$ cat src/rtl/uart_alu_pkg.sv
// Shared constants and types for the UART-ALU command path.
package uart_alu_pkg;

  localparam int unsigned CMD_W   = 8;
  localparam int unsigned STATE_W = 3;
  localparam int unsigned OPC_W   = 6;

  // Command bytes recognised in IDLE
  localparam logic [CMD_W-1:0] CMD_SET_A  = 8'h01;
  localparam logic [CMD_W-1:0] CMD_SET_B  = 8'h02;
  localparam logic [CMD_W-1:0] CMD_SET_OP = 8'h03;
  localparam logic [CMD_W-1:0] CMD_EXEC   = 8'h04;

  // ALU opcodes shared with the ALU and benches
  localparam logic [OPC_W-1:0] OP_ADD = 6'h20;
  localparam logic [OPC_W-1:0] OP_SUB = 6'h22;
  localparam logic [OPC_W-1:0] OP_AND = 6'h24;
  localparam logic [OPC_W-1:0] OP_OR  = 6'h25;

  typedef enum logic [STATE_W-1:0] {
    ST_IDLE    = 3'd0,
    ST_WAIT_A  = 3'd1,
    ST_WAIT_B  = 3'd2,
    ST_WAIT_OP = 3'd3,
    ST_SEND    = 3'd4,
    ST_WAIT_TX = 3'd5
  } state_t;

endpackage

$ cat src/rtl/uart_alu_interface_if.sv
// Bus bundle between uart_rx/uart_tx/ALU and the command parser.
interface uart_alu_interface_if #(
  parameter int unsigned N    = 8,
  parameter int unsigned OP_W = 6
);

  logic [N-1:0]    rx_data;
  logic            rx_done;
  logic [N-1:0]    alu_a;
  logic [N-1:0]    alu_b;
  logic [OP_W-1:0] alu_op;
  logic [N-1:0]    alu_result;
  logic [N-1:0]    tx_data;
  logic            tx_start;
  logic            tx_done;
  logic            cmd_err;
  logic            busy;

  // Environment side: UART receiver/transmitter and ALU
  modport master (
    output rx_data, rx_done, alu_result, tx_done,
    input  alu_a, alu_b, alu_op, tx_data, tx_start, cmd_err, busy
  );

  // Command parser side
  modport slave (
    input  rx_data, rx_done, alu_result, tx_done,
    output alu_a, alu_b, alu_op, tx_data, tx_start, cmd_err, busy
  );

endinterface

$ cat src/rtl/uart_alu_interface.sv
// Command-parsing FSM: turns received bytes into ALU operand/opcode
// loads and hands EXEC results to the transmitter.
module uart_alu_interface
  import uart_alu_pkg::*;
#(
  parameter int unsigned N    = 8,
  parameter int unsigned OP_W = 6
) (
  input  logic                 clk,
  input  logic                 reset,
  uart_alu_interface_if.slave  bus
);

  state_t          state_q;
  logic [N-1:0]    alu_a_q;
  logic [N-1:0]    alu_b_q;
  logic [OP_W-1:0] alu_op_q;
  logic [N-1:0]    tx_data_q;
  logic            tx_start_q;
  logic            cmd_err_q;

  // Parser FSM with operand, opcode and transmit registers
  always_ff @(posedge clk) begin
    if (reset) begin
      state_q    <= ST_IDLE;
      alu_a_q    <= '0;
      alu_b_q    <= '0;
      alu_op_q   <= '0;
      tx_data_q  <= '0;
      tx_start_q <= 1'b0;
      cmd_err_q  <= 1'b0;
    end else begin
      tx_start_q <= 1'b0;
      cmd_err_q  <= 1'b0;
      case (state_q)
        ST_IDLE: begin
          if (bus.rx_done) begin
            if (bus.rx_data == N'(CMD_SET_A)) begin
              state_q <= ST_WAIT_A;
            end else if (bus.rx_data == N'(CMD_SET_B)) begin
              state_q <= ST_WAIT_B;
            end else if (bus.rx_data == N'(CMD_SET_OP)) begin
              state_q <= ST_WAIT_OP;
            end else if (bus.rx_data == N'(CMD_EXEC)) begin
              state_q <= ST_SEND;
            end else begin
              cmd_err_q <= 1'b1;
            end
          end
        end
        ST_WAIT_A: begin
          if (bus.rx_done) begin
            alu_a_q <= bus.rx_data;
            state_q <= ST_IDLE;
          end
        end
        ST_WAIT_B: begin
          if (bus.rx_done) begin
            alu_b_q <= bus.rx_data;
            state_q <= ST_IDLE;
          end
        end
        ST_WAIT_OP: begin
          if (bus.rx_done) begin
            alu_op_q <= bus.rx_data[OP_W-1:0];
            state_q  <= ST_IDLE;
          end
        end
        ST_SEND: begin
          // Operands are already stable here, so the ALU result is settled
          tx_data_q  <= bus.alu_result;
          tx_start_q <= 1'b1;
          state_q    <= ST_WAIT_TX;
        end
        ST_WAIT_TX: begin
          // Received bytes are dropped while a transmission is pending
          if (bus.tx_done) begin
            state_q <= ST_IDLE;
          end
        end
        default: begin
          state_q <= ST_IDLE;
        end
      endcase
    end
  end

  assign bus.alu_a    = alu_a_q;
  assign bus.alu_b    = alu_b_q;
  assign bus.alu_op   = alu_op_q;
  assign bus.tx_data  = tx_data_q;
  assign bus.tx_start = tx_start_q;
  assign bus.cmd_err  = cmd_err_q;
  // busy decodes the state register directly
  assign bus.busy     = (state_q != ST_IDLE);

endmodule

$ cat src/flat_wrapper.sv
// flat-port wrapper written by rule: the top's interface ports become plain ports
module uart_alu_interface_flat import uart_alu_pkg::*;
#(
  parameter int unsigned N    = 8,
  parameter int unsigned OP_W = 6
)
  (clk, reset, bus_rx_data, bus_rx_done, bus_alu_result, bus_tx_done, bus_alu_a, bus_alu_b, bus_alu_op, bus_tx_data, bus_tx_start, bus_cmd_err, bus_busy);
  uart_alu_interface_if #(.N(N), .OP_W(OP_W)) bus_i ();
  input  logic clk;
  input  logic reset;
  input wire logic [$bits(bus_i.rx_data)-1:0] bus_rx_data;
  input wire logic [$bits(bus_i.rx_done)-1:0] bus_rx_done;
  input wire logic [$bits(bus_i.alu_result)-1:0] bus_alu_result;
  input wire logic [$bits(bus_i.tx_done)-1:0] bus_tx_done;
  output wire logic [$bits(bus_i.alu_a)-1:0] bus_alu_a;
  output wire logic [$bits(bus_i.alu_b)-1:0] bus_alu_b;
  output wire logic [$bits(bus_i.alu_op)-1:0] bus_alu_op;
  output wire logic [$bits(bus_i.tx_data)-1:0] bus_tx_data;
  output wire logic [$bits(bus_i.tx_start)-1:0] bus_tx_start;
  output wire logic [$bits(bus_i.cmd_err)-1:0] bus_cmd_err;
  output wire logic [$bits(bus_i.busy)-1:0] bus_busy;
  assign bus_i.rx_data = bus_rx_data;
  assign bus_i.rx_done = bus_rx_done;
  assign bus_i.alu_result = bus_alu_result;
  assign bus_i.tx_done = bus_tx_done;
  assign bus_alu_a = bus_i.alu_a;
  assign bus_alu_b = bus_i.alu_b;
  assign bus_alu_op = bus_i.alu_op;
  assign bus_tx_data = bus_i.tx_data;
  assign bus_tx_start = bus_i.tx_start;
  assign bus_cmd_err = bus_i.cmd_err;
  assign bus_busy = bus_i.busy;
  uart_alu_interface #(.N(N), .OP_W(OP_W)) u_core (.clk(clk), .reset(reset), .bus(bus_i));
endmodule
$ cat config.mk
export PLATFORM = sky130hd
export DESIGN_NAME = uart_alu_interface_flat
export DESIGN_NICKNAME = d
export VERILOG_FILES = /design/src/rtl/uart_alu_pkg.sv /design/src/rtl/uart_alu_interface_if.sv /design/src/rtl/uart_alu_interface.sv /design/src/flat_wrapper.sv
export SDC_FILE = /design/constraint.sdc
export NUM_CORES = 1
export LEC_CHECK = 0
export CORE_MARGIN = 2
export CORE_UTILIZATION = 31
export CTS_CLUSTER_SIZE = 10
export DETAILED_ROUTE_END_ITERATION = 16
export GPL_ROUTABILITY_DRIVEN = 0
export PLACE_DENSITY = 0.61
export RECOVER_POWER = 25
export SYNTH_ARGS = -nofsm -noshare
export SYNTH_HDL_FRONTEND = slang
export SYNTH_SLANG_ARGS = --single-unit
$ cat constraint.sdc
create_clock -name clk -period 2.1 [get_ports clk]
set_clock_uncertainty 0.05 [all_clocks]
set_input_delay 0.42 -clock clk [delete_from_list [all_inputs] [get_ports clk]]
set_output_delay 0.42 -clock clk [all_outputs]
set_load 0.01 [all_outputs]
-- Yosys cells after proc, flatten, opt, wreduce, memory -nomap -nowiden
Cells that the tools add are included.
- register bits: 35
- bits of input ports: 20
- output and inout bits: 33
- logic and storage cells: 40
- equal/unequal tests: 13
- mux-type cells: 10
- bitwise gates (word level): 2
- reduce and logical (&&, ||, !) cells: 8
- operators by type and width (kind ; count):
    $mux W3 ; 7
    $eq A8 B2 Y1 const B ; 2
    $pmux W3 S4 ; 1
    $eq A8 B1 Y1 const B ; 1
    $eq A8 B3 Y1 const B ; 1
    $eq A3 B2 Y1 const B ; 2
    $eq A3 B3 Y1 const B ; 2
    $reduce_and A2 Y1 ; 3
    $reduce_or A6 Y1 ; 1
    $ne A5 B1 Y1 const B ; 1
    $ne A2 B2 Y1 const B ; 2
    $reduce_and A4 Y1 ; 1
    $eq A3 B1 Y1 const B ; 1
    $logic_not A3 Y1 ; 1
    $reduce_bool A3 Y1 ; 1
    $reduce_or A3 Y1 ; 1
    $mux W1 ; 2
    $ne A2 B1 Y1 const B ; 1
    $not A1 Y1 ; 2

-- Logic depth before layout (Yosys ltp)
Gate-level depths: netlist of the first run.
- word-level depth: 7
- depth in mapped cells: 5
- gate-level depth less buffers: 5

-- Least setup slack after synthesis of the first run
Ideal clock, no wire load.
- path type: input to register
- from: input bus_rx_data[5]
- to: register u_core.state_q[0]
- setup time: 96 ps
- data arrival time: 1577 ps
- required time: 1954 ps
- path slack: 377 ps
- cell stages on the path: 4
- path buffers: 0
- path through: or4_4 nor4b_4 o21ai_2 o41ai_2
- cells in the longest elaborated chain, start to end: 6
- elaborated cells on any way between the ends: 11
- classes of those cells: eq/ne (5); mux (5); reduce/logical (1)
- RTL lines (element ; RTL line ; RTL):
    from (decl) ; flat_wrapper.sv:11 ; input wire logic [$bits(bus_i.rx_data)-1:0] bus_rx_data;
    $eq A8 B2 Y1 ; uart_alu_interface.sv:42 ; end else if (bus.rx_data == N'(CMD_SET_OP)) begin
    $mux W3 ; uart_alu_interface.sv:42 ;
    $mux W3 ; uart_alu_interface.sv:40 ; end else if (bus.rx_data == N'(CMD_SET_B)) begin
    $mux W3 ; uart_alu_interface.sv:38 ; if (bus.rx_data == N'(CMD_SET_A)) begin
    $mux W3 ; uart_alu_interface.sv:37 ; if (bus.rx_done) begin
    $pmux W3 S4 ; uart_alu_interface.sv:35 ; case (state_q)
    to (signal assigned) ; uart_alu_interface.sv:39 ; state_q <= ST_WAIT_A;
    to (signal assigned) ; uart_alu_interface.sv:41 ; state_q <= ST_WAIT_B;
    to (signal assigned) ; uart_alu_interface.sv:43 ; state_q <= ST_WAIT_OP;
    to (decl) ; uart_alu_interface.sv:14 ; state_t state_q;
Several ways; a longest one is shown, not always the timed one. The select of a mux whose other input is x is not followed.
A chain may end at the register's enable or synchronous reset.

-- Worst setup path after layout of the first run
Same ends and word-level chain as after synthesis.

==> run_summary.xml, run 1 <==
<?xml version="1.0" encoding="UTF-8"?>
<metrics>
  <group name="outcome">
    <metric name="status" unit="">finished clean</metric>
  </group>
  <group name="floorplan">
    <metric name="die_width" unit="um">69.8</metric>
    <metric name="design.die.area" unit="mm2">0.00487</metric>
    <metric name="floorplan.initialDensity" unit="%">32.9</metric>
    <metric name="vertical_extent_of_the_die" unit="um">69.8</metric>
    <metric name="placeableCoreArea" unit="mm2">0.00409</metric>
    <metric name="num_io_pins" unit="">53</metric>
    <metric name="row_count" unit="">23</metric>
  </group>
  <group name="synth">
    <metric name="yosys_warn_count" unit="">0</metric>
    <metric name="netlist_instances" unit="">140</metric>
    <metric name="synthesis.area" unit="mm2">0.00134</metric>
    <metric name="synthDistinctLibCells" unit="">22</metric>
    <metric name="syn_avg_cell_area" unit="um2">9.59</metric>
    <metric name="yosys_register_bits" unit="">35</metric>
    <metric name="synth_fp_nets" unit="">160</metric>
    <metric name="ys_seq_area_share" unit="%">52.2</metric>
  </group>
  <group name="grt">
    <metric name="globalRouteTotalUtil" unit="%">14.0</metric>
    <metric name="grtUsageMet2" unit="%">22.8</metric>
    <metric name="first_global_vias" unit="">1173</metric>
    <metric name="global_route.overflow_total" unit="">0</metric>
    <metric name="grt_use_met3" unit="%">6.25</metric>
    <metric name="grt_busiest_layer" unit="">met2</metric>
    <metric name="number_of_antenna_violations_at_the_first_check_in_global_routing" unit="">0</metric>
    <metric name="grt_start_max_net_pins" unit="">21</metric>
    <metric name="grt_first_pass_wirelength" unit="um">5500</metric>
    <metric name="grt_use_met1" unit="%">16.5</metric>
  </group>
  <group name="min_path">
    <metric name="hold_path_startpoint" unit="">u_core.bus.tx_data[2]</metric>
    <metric name="hold_path_end" unit="">u_core.bus.tx_data[2]</metric>
    <metric name="worstHoldPathType" unit="">flop to flop</metric>
    <metric name="worst_hold_path.num_cells" unit="">2</metric>
  </group>
  <group name="clock_network">
    <metric name="clock_insertion_delay_worst_skew" unit="ns">0.28</metric>
    <metric name="numCtsBuffers" unit="">5</metric>
    <metric name="clock_sink_count" unit="">35</metric>
    <metric name="clk_pin_slew" unit="ns">0.06</metric>
    <metric name="cts_buffer_depth" unit="">2</metric>
    <metric name="cts_hold_buffers" unit="">0</metric>
    <metric name="tritoncts" unit="">yes</metric>
    <metric name="cts_root_buffer" unit="">clkbuf_8</metric>
    <metric name="cts_max_level" unit="">2</metric>
  </group>
  <group name="layout">
    <metric name="layout_common_cells" unit="">clkdlybuf4s50_1, dfxtp_1, nor2_1</metric>
    <metric name="design_area_final" unit="mm2">0.00209</metric>
    <metric name="layout_commonest_cell" unit="">clkdlybuf4s50_1</metric>
    <metric name="fillerInstances" unit="">403</metric>
    <metric name="layout-area-overhead-vs-synth" unit="%">55.7</metric>
    <metric name="final_net_count" unit="">225</metric>
    <metric name="antenna_cells_inserted" unit="">0</metric>
    <metric name="final_layout_size_suffix_gt1_share" unit="%">13.7</metric>
  </group>
  <group name="timing">
    <metric name="final_hold_viol_count" unit="">0</metric>
    <metric name="layout_worst_path_cycle_share" unit="%">95.2</metric>
    <metric name="final_period_minus_worst_setup_slack" unit="ns">2.00</metric>
    <metric name="final.setup.worst_slack" unit="ns">0.100</metric>
    <metric name="relSlewSlack" unit="%">67.9</metric>
    <metric name="final_max_slew_viol_count" unit="">0</metric>
    <metric name="rsz0062_at_grt" unit="">true</metric>
    <metric name="worst_pin_slew" unit="ns">0.479</metric>
    <metric name="setup_viol" unit="">0</metric>
    <metric name="max_clock_freq" unit="MHz">500</metric>
  </group>
  <group name="placed_design">
    <metric name="detailedPlacementHpwl" unit="um">2470</metric>
    <metric name="dp_slack" unit="ns">-0.231</metric>
    <metric name="port-buffer-count" unit="">52</metric>
    <metric name="placed_cell_area" unit="mm2">0.00200</metric>
  </group>
  <group name="drt">
    <metric name="detailed_route_wire_length" unit="um">3280</metric>
    <metric name="drt_iter0_markers" unit="">18</metric>
    <metric name="routed_wire_length_per_instance" unit="um">12.9</metric>
    <metric name="post-route-drc-count" unit="">0</metric>
    <metric name="via_per_inst" unit="">4.75</metric>
    <metric name="detailedRoute.firstPassIterationCount" unit="">4</metric>
    <metric name="routed-via-count" unit="">1211</metric>
    <metric name="detail-route-antenna-nets" unit="">0</metric>
  </group>
  <group name="power_and_ir_drop">
    <metric name="power.density_cell_area" unit="mW/mm2">599</metric>
    <metric name="leakagePower" unit="uW">0.000803</metric>
    <metric name="ir_drop" unit="mV">0.444</metric>
  </group>
  <group name="job">
    <metric name="maxCapViolCount" unit="">0</metric>
  </group>
  <group name="critical_path">
    <metric name="crit_path_end_kind" unit="">flop</metric>
    <metric name="path_cells" unit="">clkdlybuf4s50_1 -&gt; or4_4 -&gt; nor4b_4 -&gt; o21ai_2 -&gt; o41ai_2</metric>
    <metric name="crit_arrival" unit="ns">2.13</metric>
    <metric name="worstSetupStartpointType" unit="">input port</metric>
    <metric name="r2r_cells" unit="">5</metric>
    <metric name="reg2reg_from" unit="">u_core.state_q[2]</metric>
    <metric name="cp.required" unit="ns">2.23</metric>
    <metric name="worstSetupPathType" unit="">input port to flop</metric>
    <metric name="r2r_setup_slack" unit="ns">0.50</metric>
    <metric name="cpPeakStageDelay" unit="ns">0.57</metric>
    <metric name="crit_slowest_cell" unit="">or4_4</metric>
    <metric name="critical_path_peak_fanout" unit="">2</metric>
    <metric name="worstReg2RegEnd" unit="">u_core.bus.alu_op[1]</metric>
  </group>
</metrics>
[critical path, delay by kind of cell]
kind	cells	cell delay (ns)
buf+inv	1	0.43
simple gates	2	0.89
compound gates	2	0.40
[sequential cells by signal (all words and copies together) (netlist names)]
signal / cells
u_core.bus.tx_data: 8
u_core.bus.alu_b: 8
u_core.bus.alu_a: 8
u_core.state_q: 3
u_core.bus.tx_start: 1
u_core.bus.cmd_err: 1
u_core.bus.alu_op: 6
[cell families after synthesis]
kind of cell	share of synthesized area, %
DFF	52.2
AOI/OAI and AO/OA	7.55
buffers and inverters	2.98
muxes	16.4
and+or+nand+nor	20.9
[through the flow]
stage | total power, uW | hold slack, ns | TNS (ns) | util, % | instances
floorplan | 719 | 0.423 | 0 | - | 140
global placement | 786 | 0.392 | -0.281 | 48.8 | 247
detailed placement | 788 | 0.402 | -0.519 | 48.8 | 247
CTS | 1280 | 0.412 | 0 | 50.9 | 254
global route | 1320 | 0.435 | -0.0138 | 51.2 | 255
finish | 1250 | 0.409 | 0 | 51.2 | 255
[area by class of cell]
class	count	area [um2]	share of cell area (%)
inverters	2	7.51	0.359
flip-flops and latches	35	701	33.5
well taps	50	62.6	2.99
clock buffers	6	82.6	3.95
multi-input cells	96	617	29.5
repair buffers	65	616	29.4
clock inverters	1	5.00	0.239
[report_power, final]
part | switching, uW | internal, uW
registers | 3.04 | 669
logic | 43.2 | 56.9
clock network | 223 | 257
[how the worst max path moves through the flow]
stage	endpoint	cells after the start	from	slack [ns]
floorplan	u_core.state_q[0]	4	bus_rx_data[5]	0.38
global placement	u_core.state_q[0]	5	bus_rx_data[3]	-0.14
detailed placement	u_core.state_q[0]	5	bus_rx_data[3]	-0.23
CTS	u_core.state_q[0]	5	bus_rx_data[3]	0.06
global route	u_core.state_q[0]	5	bus_rx_data[5]	-0.01
finish	u_core.state_q[0]	5	bus_rx_data[5]	0.1
[synth_stat cells]
cell type	instances	area, um2
clkbuf_1	4	15.0
nor4bb_1	2	20.0
nor3_1	2	10.0
a221o_1	1	10.0
o41ai_2	1	16.3
nor4b_1	1	8.76
buf_4	1	7.51
a21oi_1	11	55.1
inv_1	2	7.51
nand2_1	17	63.8
buf_2	2	10.0
o21ai_0	1	5.00
or4_4	1	11.3
or2_2	2	12.5
o21ai_2	1	8.76
nand4_1	2	12.5
a31oi_1	1	6.26
nor4b_4	1	23.8
nor2_1	29	109
dfxtp_1	35	701
mux2i_1	22	220
or3b_2	1	8.76
[repair_timing]
item	CTS	global route
pin swaps	0	1
setup buffers	0	1
setup endpoints to repair	1	2
resized for setup	1	2
[per-layer routing]
layer / wire [um] / share of wire, %
met5: 0 / 0
met4: 46 / 1.4
met3: 300 / 9.2
met2: 1500 / 46
met1: 1430 / 44
(Power assumes the default switching activity.)
==> inputs of run 2 (changes only) <==
RECOVER_POWER = 50   (was 25)
==> run_summary.xml, run 2 (synthesis results as in run 1) <==
<?xml version="1.0" encoding="UTF-8"?>
<metrics>
  <group name="grt">
    <metric name="grt_first_pass_wirelength" unit="um">5500</metric>
    <metric name="number_of_antenna_violations_at_the_first_check_in_global_routing" unit="">0</metric>
    <metric name="grt_start_max_net_pins" unit="">21</metric>
    <metric name="globalRouteTotalUtil" unit="%">14.0</metric>
    <metric name="first_global_vias" unit="">1173</metric>
    <metric name="global_route.overflow_total" unit="">0</metric>
  </group>
  <group name="layout">
    <metric name="antenna_cells_inserted" unit="">0</metric>
    <metric name="layout_commonest_cell" unit="">dfxtp_1</metric>
    <metric name="final_net_count" unit="">225</metric>
    <metric name="layout-area-overhead-vs-synth" unit="%">55.7</metric>
    <metric name="layout_common_cells" unit="">dfxtp_1, clkdlybuf4s50_1, nor2_1</metric>
    <metric name="final_layout_size_suffix_gt1_share" unit="%">13.7</metric>
    <metric name="design_area_final" unit="mm2">0.00209</metric>
  </group>
  <group name="placed_design">
    <metric name="dp_slack" unit="ns">-0.231</metric>
    <metric name="port-buffer-count" unit="">52</metric>
    <metric name="detailedPlacementHpwl" unit="um">2470</metric>
    <metric name="placed_cell_area" unit="mm2">0.00200</metric>
  </group>
  <group name="power_and_ir_drop">
    <metric name="ir_drop" unit="mV">0.444</metric>
    <metric name="power.density_cell_area" unit="mW/mm2">598</metric>
    <metric name="power" unit="uW">1250</metric>
    <metric name="leakagePower" unit="uW">0.000860</metric>
  </group>
  <group name="clock_network">
    <metric name="numCtsBuffers" unit="">5</metric>
    <metric name="clock_insertion_delay_worst_skew" unit="ns">0.28</metric>
    <metric name="cts_hold_buffers" unit="">0</metric>
    <metric name="clock_sink_count" unit="">35</metric>
    <metric name="cts_buffer_depth" unit="">2</metric>
    <metric name="clk_pin_slew" unit="ns">0.06</metric>
    <metric name="tritoncts" unit="">yes</metric>
    <metric name="cts_max_level" unit="">2</metric>
    <metric name="cts_root_buffer" unit="">clkbuf_8</metric>
  </group>
  <group name="critical_path">
    <metric name="path_cells" unit="">clkdlybuf4s50_1 -&gt; or4_4 -&gt; nor4b_4 -&gt; o21ai_2 -&gt; o41ai_2</metric>
    <metric name="critPathBufInv" unit="">1</metric>
    <metric name="cp.required" unit="ns">2.23</metric>
    <metric name="worst_path_dominant_cell_family" unit="">simple AND/OR/NAND/NOR gates</metric>
    <metric name="worstSetupPathType" unit="">input port to flop</metric>
    <metric name="r2r_cells" unit="">5</metric>
    <metric name="crit_path_end_kind" unit="">flop</metric>
    <metric name="crit_start" unit="">bus_rx_data[5]</metric>
    <metric name="crit_slowest_cell" unit="">or4_4</metric>
    <metric name="cpPeakStageDelay" unit="ns">0.57</metric>
    <metric name="worstReg2RegEnd" unit="">u_core.bus.alu_op[1]</metric>
    <metric name="critical_path_peak_fanout" unit="">2</metric>
    <metric name="worstSetupStartpointType" unit="">input port</metric>
    <metric name="r2r_setup_slack" unit="ns">0.49</metric>
    <metric name="crit_arrival" unit="ns">2.13</metric>
    <metric name="reg2reg_from" unit="">u_core.state_q[2]</metric>
  </group>
  <group name="timing">
    <metric name="max_clock_freq" unit="MHz">500</metric>
    <metric name="final.setup.worst_slack" unit="ns">0.0996</metric>
    <metric name="layout_worst_path_cycle_share" unit="%">95.3</metric>
    <metric name="final_max_slew_viol_count" unit="">0</metric>
    <metric name="rsz0062_at_grt" unit="">true</metric>
    <metric name="final_hold_viol_count" unit="">0</metric>
    <metric name="worst_pin_slew" unit="ns">0.479</metric>
    <metric name="setup_viol" unit="">0</metric>
    <metric name="relSlewSlack" unit="%">68.0</metric>
    <metric name="final_period_minus_worst_setup_slack" unit="ns">2.00</metric>
  </group>
  <group name="drt">
    <metric name="drt_iter0_markers" unit="">17</metric>
    <metric name="post-route-drc-count" unit="">0</metric>
    <metric name="via_per_inst" unit="">4.75</metric>
    <metric name="detailedRoute.firstPassIterationCount" unit="">6</metric>
    <metric name="routed-via-count" unit="">1211</metric>
    <metric name="routed_wire_length_per_instance" unit="um">12.8</metric>
    <metric name="detail-route-antenna-nets" unit="">0</metric>
    <metric name="detailed_route_wire_length" unit="um">3270</metric>
  </group>
  <group name="job">
    <metric name="maxCapViolCount" unit="">0</metric>
  </group>
  <group name="floorplan">
    <metric name="num_io_pins" unit="">53</metric>
    <metric name="placeableCoreArea" unit="mm2">0.00409</metric>
    <metric name="vertical_extent_of_the_die" unit="um">69.8</metric>
    <metric name="die_width" unit="um">69.8</metric>
    <metric name="row_count" unit="">23</metric>
    <metric name="design.die.area" unit="mm2">0.00487</metric>
    <metric name="floorplan.initialDensity" unit="%">32.9</metric>
  </group>
  <group name="outcome">
    <metric name="status" unit="">finished clean</metric>
  </group>
  <group name="min_path">
    <metric name="worst_hold_path.num_cells" unit="">2</metric>
    <metric name="hold_path_startpoint" unit="">u_core.bus.tx_data[2]</metric>
    <metric name="hold_path_end" unit="">u_core.bus.tx_data[2]</metric>
    <metric name="worstHoldPathType" unit="">flop to flop</metric>
  </group>
</metrics>
==> run 2: changes by cell type in the layout (fill, tap and decap cells not counted), sizes merged <==
| cell | before | now |
|---|---|---|
| dlygate4sd3 | 2 | 18 |
| clkdlybuf4s50 | 48 | 32 |
==> run 2: area by class of cell <==
class                      count  area, um2
multi-input combinational     96        617
clock inverter                 1       5.00
fill                         403       2000
inverter                       2       7.51
timing repair buffer          65        616
clock buffer                   6       82.6
sequential                    35        701
tap                           50       62.6
==> run 2: worst max path at each step <==
stage	cells after the start	slack, ns	endpoint
after floorplan	4	0.38	u_core.state_q[0]
after global placement	5	-0.14	u_core.state_q[0]
after detailed placement	5	-0.23	u_core.state_q[0]
after CTS	5	0.06	u_core.state_q[0]
after global routing	5	-0.01	u_core.state_q[0]
final	5	0.1	u_core.state_q[0]
==> run 2: tightest hold or removal path, cell delays in order, from the launching register on <==
cell and delay [ns]:
dfxtp_1 0.31, nand2_1 0.05, a21oi_1 0.05
==> run 2: stage by stage <==
step           instances  setup TNS (ns)  hold slack, ns  util, %
3_3_place_gp         247          -0.281           0.392     48.8
6_report             255               0           0.406     51.2
5_1_grt              255         -0.0138           0.433     51.2
2_1_floorplan        140               0           0.423        -
4_1_cts              254               0           0.412     50.9
3_5_place_dp         247          -0.519           0.402     48.8
==> run 2: timing repair <==
action,4_1_cts,5_1_grt
gates cloned,0,0
setup buffers,0,1
endpoints found under the setup margin,1,2
resized for setup,1,2
pin swaps,0,1
==> run 2: layer usage <==
layer | global-route usage, % | vias up | routed length, um
li1 | - | 606 | -
met1 | 16.5 | 551 | 1440
met2 | 22.8 | 50 | 1500
met3 | 6.25 | 4 | 290
met4 | 4.49 | 0 | 44
met5 | 0 | - | 0
==> run 2: report_power, final <==
part / switching (uW) / internal, uW
Combinational: 43.2 / 56.2
Clock: 222 / 257
Sequential: 2.97 / 669
==> inputs of run 3 (changes only) <==
CAP_MARGIN = 40   (was not set)
==> results of run 3 <==
No change in the layout: final DEF, timing and power equal those of run 2.
